File: src/rtl/layer0_bias_relu_if.sv
// Handshake bundle for the layer-0 bias/ReLU stage: accumulator input, bias ROM port,
// activation output and pass status.
interface layer0_bias_relu_if;
  localparam int unsigned ACC_W  = 32;
  localparam int unsigned BIAS_W = 16;
  localparam int unsigned ACT_W  = 16;
  localparam int unsigned IDX_W  = 8;

  logic              start;
  logic              acc_valid;
  logic              acc_ready;
  logic [ACC_W-1:0]  acc_data;
  logic [IDX_W-1:0]  bias_addr;
  logic [BIAS_W-1:0] bias_data;
  logic              out_valid;
  logic              out_ready;
  logic [ACT_W-1:0]  out_data;
  logic [IDX_W-1:0]  out_index;
  logic              busy;
  logic              done;

  // Environment side: sequencer, MAC array, bias ROM and activation sink.
  modport master (
    output start, acc_valid, acc_data, bias_data, out_ready,
    input  acc_ready, bias_addr, out_valid, out_data, out_index, busy, done
  );

  // Bias/ReLU block side.
  modport slave (
    input  start, acc_valid, acc_data, bias_data, out_ready,
    output acc_ready, bias_addr, out_valid, out_data, out_index, busy, done
  );
endinterface

File: src/rtl/layer0_bias_relu.sv
// Layer-0 bias add + ReLU: each Q16.16 MAC result gets its Q8.8 ROM bias added, is floored
// to Q8.8, clamped to [0, 0x7FFF] and presented through a one-deep output register.
module layer0_bias_relu #(
  parameter int unsigned NUM_NEURONS = 256
) (
  input  logic              clk,
  input  logic              rst,
  layer0_bias_relu_if.slave bus_if
);
  localparam int unsigned CNT_W = 8;
  localparam int unsigned ACT_W = 16;
  localparam int unsigned SUM_W = 33;
  localparam logic [CNT_W-1:0] CNT_LAST = CNT_W'(NUM_NEURONS - 1);

  typedef enum logic [1:0] {
    S_IDLE  = 2'd0,
    S_RUN   = 2'd1,
    S_FLUSH = 2'd2
  } state_e;

  state_e                   state_q, state_d;
  logic [CNT_W-1:0]         cnt_q, cnt_d;
  logic                     out_valid_q, out_valid_d;
  logic [ACT_W-1:0]         out_data_q, out_data_d;
  logic [CNT_W-1:0]         out_index_q, out_index_d;
  logic                     done_q, done_d;
  logic                     busy_q, busy_d;

  logic                     acc_ready_c;
  logic                     acc_hs_c;
  logic                     out_hs_c;
  logic                     last_c;
  logic signed [SUM_W-1:0]  acc_ext_c;
  logic signed [SUM_W-1:0]  bias_ext_c;
  logic signed [SUM_W-1:0]  sum_c;
  logic signed [SUM_W-1:0]  q_c;
  logic [ACT_W-1:0]         act_c;

  // Accept only while the output register is empty or draining this cycle.
  assign acc_ready_c = (state_q == S_RUN) && (!out_valid_q || bus_if.out_ready);
  assign acc_hs_c    = bus_if.acc_valid && acc_ready_c;
  assign out_hs_c    = out_valid_q && bus_if.out_ready;
  assign last_c      = (cnt_q == CNT_LAST);

  // Bias is aligned to Q16.16 by <<8; the >>>8 back to Q8.8 floors toward -inf.
  assign acc_ext_c  = $signed({bus_if.acc_data[31], bus_if.acc_data});
  assign bias_ext_c = $signed({{9{bus_if.bias_data[15]}}, bus_if.bias_data, 8'h00});
  assign sum_c      = acc_ext_c + bias_ext_c;
  assign q_c        = sum_c >>> 8;

  always_comb begin
    act_c = q_c[ACT_W-1:0];
    if (q_c < 33'sd0) begin
      act_c = '0;
    end else if (q_c > 33'sd32767) begin
      act_c = 16'h7FFF;
    end
  end

  // State register.
  always_ff @(posedge clk or posedge rst) begin
    if (rst) begin
      state_q <= S_IDLE;
    end else begin
      state_q <= state_d;
    end
  end

  // Next-state logic.
  always_comb begin
    state_d = state_q;
    unique case (state_q)
      S_IDLE:  if (bus_if.start) state_d = S_RUN;
      S_RUN:   if (acc_hs_c && last_c) state_d = S_FLUSH;
      S_FLUSH: if (!out_valid_q || bus_if.out_ready) state_d = S_IDLE;
      default: state_d = S_IDLE;
    endcase
  end

  // Output / datapath next values.
  always_comb begin
    cnt_d       = cnt_q;
    out_valid_d = out_valid_q;
    out_data_d  = out_data_q;
    out_index_d = out_index_q;
    done_d      = 1'b0;
    busy_d      = (state_d != S_IDLE);

    if ((state_q == S_IDLE) && bus_if.start) begin
      cnt_d = '0;
    end

    // A consume and an accept in the same cycle reload the register without a bubble.
    if (acc_hs_c) begin
      out_valid_d = 1'b1;
      out_data_d  = act_c;
      out_index_d = cnt_q;
      if (!last_c) begin
        cnt_d = cnt_q + CNT_W'(1);
      end
    end else if (out_hs_c) begin
      out_valid_d = 1'b0;
    end

    if ((state_q == S_FLUSH) && (state_d == S_IDLE)) begin
      done_d = 1'b1;
    end
  end

  always_ff @(posedge clk or posedge rst) begin
    if (rst) begin
      cnt_q       <= '0;
      out_valid_q <= 1'b0;
      out_data_q  <= '0;
      out_index_q <= '0;
      done_q      <= 1'b0;
      busy_q      <= 1'b0;
    end else begin
      cnt_q       <= cnt_d;
      out_valid_q <= out_valid_d;
      out_data_q  <= out_data_d;
      out_index_q <= out_index_d;
      done_q      <= done_d;
      busy_q      <= busy_d;
    end
  end

  assign bus_if.acc_ready = acc_ready_c;
  assign bus_if.bias_addr = cnt_q;
  assign bus_if.out_valid = out_valid_q;
  assign bus_if.out_data  = out_data_q;
  assign bus_if.out_index = out_index_q;
  assign bus_if.busy      = busy_q;
  assign bus_if.done      = done_q;
endmodule

File: src/flat_wrapper.sv
// flat-port wrapper written by rule: the top's interface ports become plain ports
module layer0_bias_relu_flat 
#(
  parameter int unsigned NUM_NEURONS = 256
)
  (clk, rst, bus_if_start, bus_if_acc_valid, bus_if_acc_data, bus_if_bias_data, bus_if_out_ready, bus_if_acc_ready, bus_if_bias_addr, bus_if_out_valid, bus_if_out_data, bus_if_out_index, bus_if_busy, bus_if_done);
  layer0_bias_relu_if bus_if_i ();
  input  logic clk;
  input  logic rst;
  input wire logic [$bits(bus_if_i.start)-1:0] bus_if_start;
  input wire logic [$bits(bus_if_i.acc_valid)-1:0] bus_if_acc_valid;
  input wire logic [$bits(bus_if_i.acc_data)-1:0] bus_if_acc_data;
  input wire logic [$bits(bus_if_i.bias_data)-1:0] bus_if_bias_data;
  input wire logic [$bits(bus_if_i.out_ready)-1:0] bus_if_out_ready;
  output wire logic [$bits(bus_if_i.acc_ready)-1:0] bus_if_acc_ready;
  output wire logic [$bits(bus_if_i.bias_addr)-1:0] bus_if_bias_addr;
  output wire logic [$bits(bus_if_i.out_valid)-1:0] bus_if_out_valid;
  output wire logic [$bits(bus_if_i.out_data)-1:0] bus_if_out_data;
  output wire logic [$bits(bus_if_i.out_index)-1:0] bus_if_out_index;
  output wire logic [$bits(bus_if_i.busy)-1:0] bus_if_busy;
  output wire logic [$bits(bus_if_i.done)-1:0] bus_if_done;
  assign bus_if_i.start = bus_if_start;
  assign bus_if_i.acc_valid = bus_if_acc_valid;
  assign bus_if_i.acc_data = bus_if_acc_data;
  assign bus_if_i.bias_data = bus_if_bias_data;
  assign bus_if_i.out_ready = bus_if_out_ready;
  assign bus_if_acc_ready = bus_if_i.acc_ready;
  assign bus_if_bias_addr = bus_if_i.bias_addr;
  assign bus_if_out_valid = bus_if_i.out_valid;
  assign bus_if_out_data = bus_if_i.out_data;
  assign bus_if_out_index = bus_if_i.out_index;
  assign bus_if_busy = bus_if_i.busy;
  assign bus_if_done = bus_if_i.done;
  layer0_bias_relu #(.NUM_NEURONS(NUM_NEURONS)) u_core (.clk(clk), .rst(rst), .bus_if(bus_if_i));
endmodule
File: config.mk
export PLATFORM = sky130hd
export DESIGN_NAME = layer0_bias_relu_flat
export DESIGN_NICKNAME = d
export VERILOG_FILES = /design/src/rtl/layer0_bias_relu_if.sv /design/src/rtl/layer0_bias_relu.sv /design/src/flat_wrapper.sv
export SDC_FILE = /design/constraint.sdc
export NUM_CORES = 1
export LEC_CHECK = 0
export ABC_CLOCK_PERIOD_IN_PS = 2900
export CAP_MARGIN = 15
export CORE_UTILIZATION = 48
export DETAILED_ROUTE_END_ITERATION = 8
export PLACE_DENSITY = 0.87
export SYNTH_ARGS = -nofsm -noshare
export SYNTH_HDL_FRONTEND = slang
export SYNTH_SLANG_ARGS = --single-unit
export TNS_END_PERCENT = 30
File: constraint.sdc
create_clock -name clk -period 2.9 [get_ports clk]
set_input_delay 0.29 -clock clk [delete_from_list [all_inputs] [get_ports clk]]
set_output_delay 0.29 -clock clk [all_outputs]
set_load 0.02 [all_outputs]
Word level (Yosys, flattened, before mapping):

Cells that the tools add are included.

* word-level logic and storage cells: 38
* bits of input ports: 53
* output and inout port bits: 36
* register bits after elaboration: 37

* magnitude comparators: 2
* muxes and demuxes: 12
* eq/ne operators: 3
* add/sub/neg operators: 2
* reduce and logical (&&, ||, !) cells: 12

Operators by type and width (number)
* $add A32 B24 Y33: 1
* $mux W16: 2
* $gt A25 B16 Y1 const B: 1
* $lt A25 B1 Y1 const B: 1
* $mux W8: 3
* $add A8 B1 Y8 const B: 1
* $eq A8 B8 Y1 const B: 1
* $logic_and A1 B1 Y1: 6
* $mux W2: 3
* $pmux W2 S3: 1
* $logic_not A2 Y1: 2
* $reduce_bool A2 Y1: 2
* $mux W1: 3
* $eq A2 B1 Y1 const B: 1
* $eq A2 B2 Y1 const B: 1
* $logic_not A1 Y1: 1
* $logic_or A1 B1 Y1: 1

Logic depth before layout (Yosys ltp):

* depth after elaboration: 10
* depth in mapped cells: 12

Least setup slack after synthesis:

Ideal clock, no wire load.

* kind: input-to-reg
* start point: in bus_if_bias_data[15]
* end point: reg u_core.out_data_q[0] (netlist: u_core.bus_if.out_data[0])
* cell stages on the path: 11
* path buffers: 2
* required time: 2.770 ns
* setup slack: 0.223 ns
* library setup time: 0.130 ns
* data arrival time: 2.548 ns
* cell sequence: ha_1 -> buf_4 -> nand2_1 -> or4_1 -> a211o_1 -> a21oi_2 -> o211ai_2 -> and3_4 -> nor4_4 -> buf_6 -> a31oi_1

* word-level cells in the longest chain between the ends: 4
* elaborated cells between the ends (all ways): 5

Ends and longest elaborated chain
* start: declaration: RTL line flat_wrapper.sv:13 `input wire logic [$bits(bus_if_i.bias_data)-1:0] bus_if_bias_data;`
* $add A32 B24 Y33 (*): RTL line layer0_bias_relu.sv:48 `assign sum_c = acc_ext_c + bias_ext_c;`
* $gt A25 B16 Y1: RTL line layer0_bias_relu.sv:55 `end else if (q_c > 33'sd32767) begin`
* $mux W16: RTL line layer0_bias_relu.sv:55
* $mux W16 (*): RTL line layer0_bias_relu.sv:53 `if (q_c < 33'sd0) begin`
* end signal: assignment: RTL line layer0_bias_relu.sv:121 `out_data_q <= out_data_d;`
* end: declaration: RTL line layer0_bias_relu.sv:24 `logic [ACT_W-1:0] out_data_q, out_data_d;`

Every way passes the cells marked *; elsewhere a longest branch is shown, timed or not.
A chain may end at the register's enable or synchronous reset.

Final worst setup path:

* start point: in bus_if_bias_data[5]
* end point: reg u_core.out_data_q[7] (netlist: u_core.bus_if.out_data[7])

Same word-level chain as after synthesis.

==> impl_metrics.toml <==
[global_routing]
grt_antenna_before_repair = 0
grt_overflow = 0
grtUsageTotal = 0.311
grt_max_degree = 38
grt_pass1_wl_um = 15200
grt_pass1_vias = 3239

[sta]
timing.final.crit_share = 1.01
whs_ps = 401
rsz0062_at_grt = "yes"
tightest_slew_ps = 546
hold_violations = 0
period_needed_ps = 2920
finClkSkew_ps = 6.80
slew_viol_final = 0
max_slew_margin = 0.636
worst_slack_ps = -24.3
max_freq_mhz = 342
setup_viol = 10

[placement]
dpl.cell_count = 530
dpl_cell_area_um2 = 4090
gp_congestion = 0.850
place_ws_ps = -344
io_buffers = 80
hpwl_um = 6410

[setup_path]
r2r_start = "u_core.state_q[1]"
cp-start-kind = "primary input"
cp.required_ps = 3080
crit_fanout = 7
cp-end-kind = "flip-flop"
reg2reg_to = "u_core.bus_if.out_data[7]"
r2r_slack_ps = 500
critPathKind = "primary input to flip-flop"
cp.arrival_ps = 3100
reg2reg_depth = 10

[synthesis]
ys_warn_count = 0
yosysMostFrequentCell = "nand2_1"
ys_seq_elements = 37
async_reset_ff_frac = 1.00
syn_inst = 341
synth_top_area_share = 0.322
avgSynthCellArea_um2 = 8.44
ys.flop_type = "dfrtp_1"
synth_fp_nets = 420
ys_seq_area_frac = 0.322
synth.top_cells.by_count = "nand2_1 (52), dfrtp_1 (37), o21ai_0 (33)"
synth_area_leaders = "dfrtp_1 (32%), ha_1 (11%), nand2_1 (6.8%)"
yosysTopAreaCell = "dfrtp_1"
syn_area_um2 = 2880
synth_cell_type_count = 52
synth-edff-count = 0

[finish]
drive_gt1_frac = 0.254
syn_to_final_growth_pct = 60.9
finish.utilization = 0.821
fin_area_um2 = 4630
stdcell_count = 557
nets = 563
antenna_cells = 0

[floorplanning]
die-area_um2 = 6310
design.core.area_um2 = 5640
die_w_um = 79.4
start_util = 0.510
rows = 27
fp.dieH_um = 79.4
io_pins = 89

[route]
antenna_left = 0
wl_met3_um = 613
drcViolationCount = 0
routed.top_layer = "met4"
met2_wirelength_um = 5360
routed_via_density = 6.07
first_pass_iters = 5
routed_wl_um = 10300
wl_met1_um = 3980
first_iter_violations = 289
wl_per_cell_um = 18.5
vias = 3379

[run_status]
status = "finished with violations"
violations = "negative setup slack"

[pwr]
p_leak_nw = 2.06
powerDensity_nw_per_um2 = 514
peakVddDrop_uv = 584

[clocking]
cts.clk_slew.worst_paths_ps = 70
cts_hold_buf = 0
cts_root_buf = "clkbuf_8"
htree_levels = 2
worstSkewPairLatency_ps = 300
clk_path_buf_depth = 2
cts_buffers = 5
clock_sinks = 37
tritoncts = "built"

[run]
drv_cap = 0

[hold_path]
min_path_type = "primary input to asynchronous set/reset pin"
==> state kept, by name, indices dropped and copies added, names as in the netlist <==
register and cells:
u_core.bus_if.out_valid 1, u_core.state_q 2, u_core.bus_if.out_index 8, u_core.bus_if.busy 1
u_core.bus_if.done 1, u_core.bus_if.out_data 16, u_core.bus_if.bias_addr 8
==> layout make-up <==
type | count | area, µm²
repair buffers | 147 | 1390
fillers | 319 | 1010
well taps | 72 | 90.1
clock buffers | 6 | 72.6
flip-flops and latches | 37 | 926
multi-input cells | 286 | 2120
clock inverters | 2 | 10.0
inverters | 7 | 26.3
==> through the flow <==
| stage | total power [mW] | TNS, ps |
|---|---|---|
| after floorplan | 1.34 | 0 |
| after CTS | 2.26 | -218 |
| after detailed placement | 1.87 | -4830 |
| final | 2.38 | -85.3 |
| after global routing | 2.50 | -1760 |
| after global placement | 1.82 | -3230 |
==> worst max-delay path by stage <==
stage,startpoint,to,slack [ps],depth (start not counted)
after global placement,bus_if_bias_data[0],u_core.bus_if.out_data[9],-220,13
after global routing,bus_if_bias_data[5],u_core.bus_if.out_data[5],-140,13
after CTS,bus_if_bias_data[15],u_core.bus_if.out_data[11],-30,12
final,bus_if_bias_data[5],u_core.bus_if.out_data[7],-20,13
after floorplan,bus_if_bias_data[15],u_core.bus_if.out_data[0],220,11
after detailed placement,bus_if_acc_data[8],u_core.bus_if.out_data[10],-340,14
==> what timing repair did <==
action / 4_1_cts / 5_1_grt
pin swaps: 23 / 18
endpoints found under the hold margin: 0 / 0
cloned: 2 / 2
setup buffers: 9 / 6
gates resized for setup: 38 / 32
setup endpoints to repair: 15 / 15
==> metal layers <==
layer,vias to the layer above,GRT usage
met2,212,0.567
met1,1609,0.359
li1,1520,-
met4,0,0.122
met3,38,0.0503
met5,-,0
==> worst max-delay path: stages <==
cell             delay [ps]
clkdlybuf4s50_1         440
ha_1                    360
a21oi_1                 220
nor3b_1                 380
a211o_1                 220
a21oi_2                  70
buf_4                   130
o211ai_2                170
a21oi_2                 100
nor4_4                  290
buf_4                   190
clkbuf_16               150
a31oi_1                  90
==> where the power goes <==
group          switching, mW  internal [mW]  total, mW
clock network          0.181          0.166      0.347
logic                  0.647          0.622       1.27
registers              0.125          0.637      0.762
==> placed cells by master, fill, tap and decap left out, types with 3 or more instances in the layout <==
cell type,instances
nand3_1,7
clkdlybuf4s50_1,63
a21o_1,5
dfrtp_1,37
ha_4,9
nand2b_1,5
o21ai_0,29
buf_6,4
nand4_1,5
a31oi_1,16
xor2_1,8
xnor2_1,9
nor2b_1,3
nor2_1,18
nor3b_1,3
clkbuf_8,5
and2_1,17
dlygate4sd2_1,8
a21oi_2,8
inv_1,5
buf_4,58
ha_1,15
dlymetal6s2s_1,9
o21a_1,4
a21oi_1,23
nand2_1,52
==> kinds of logic after synthesis <==
logic type | after synthesis | synth area share
AO/OA/AOI/OAI | 111 | 0.239
XOR/XNOR | 19 | 0.0578
adder cells (fa/ha/maj) | 26 | 0.116
buffers and inverters | 18 | 0.0313
flip-flops | 37 | 0.322
multiplexers | 1 | 0.00348
AND/OR/NAND/NOR | 129 | 0.231
No activity file was read; power rests on OpenSTA's default activity.
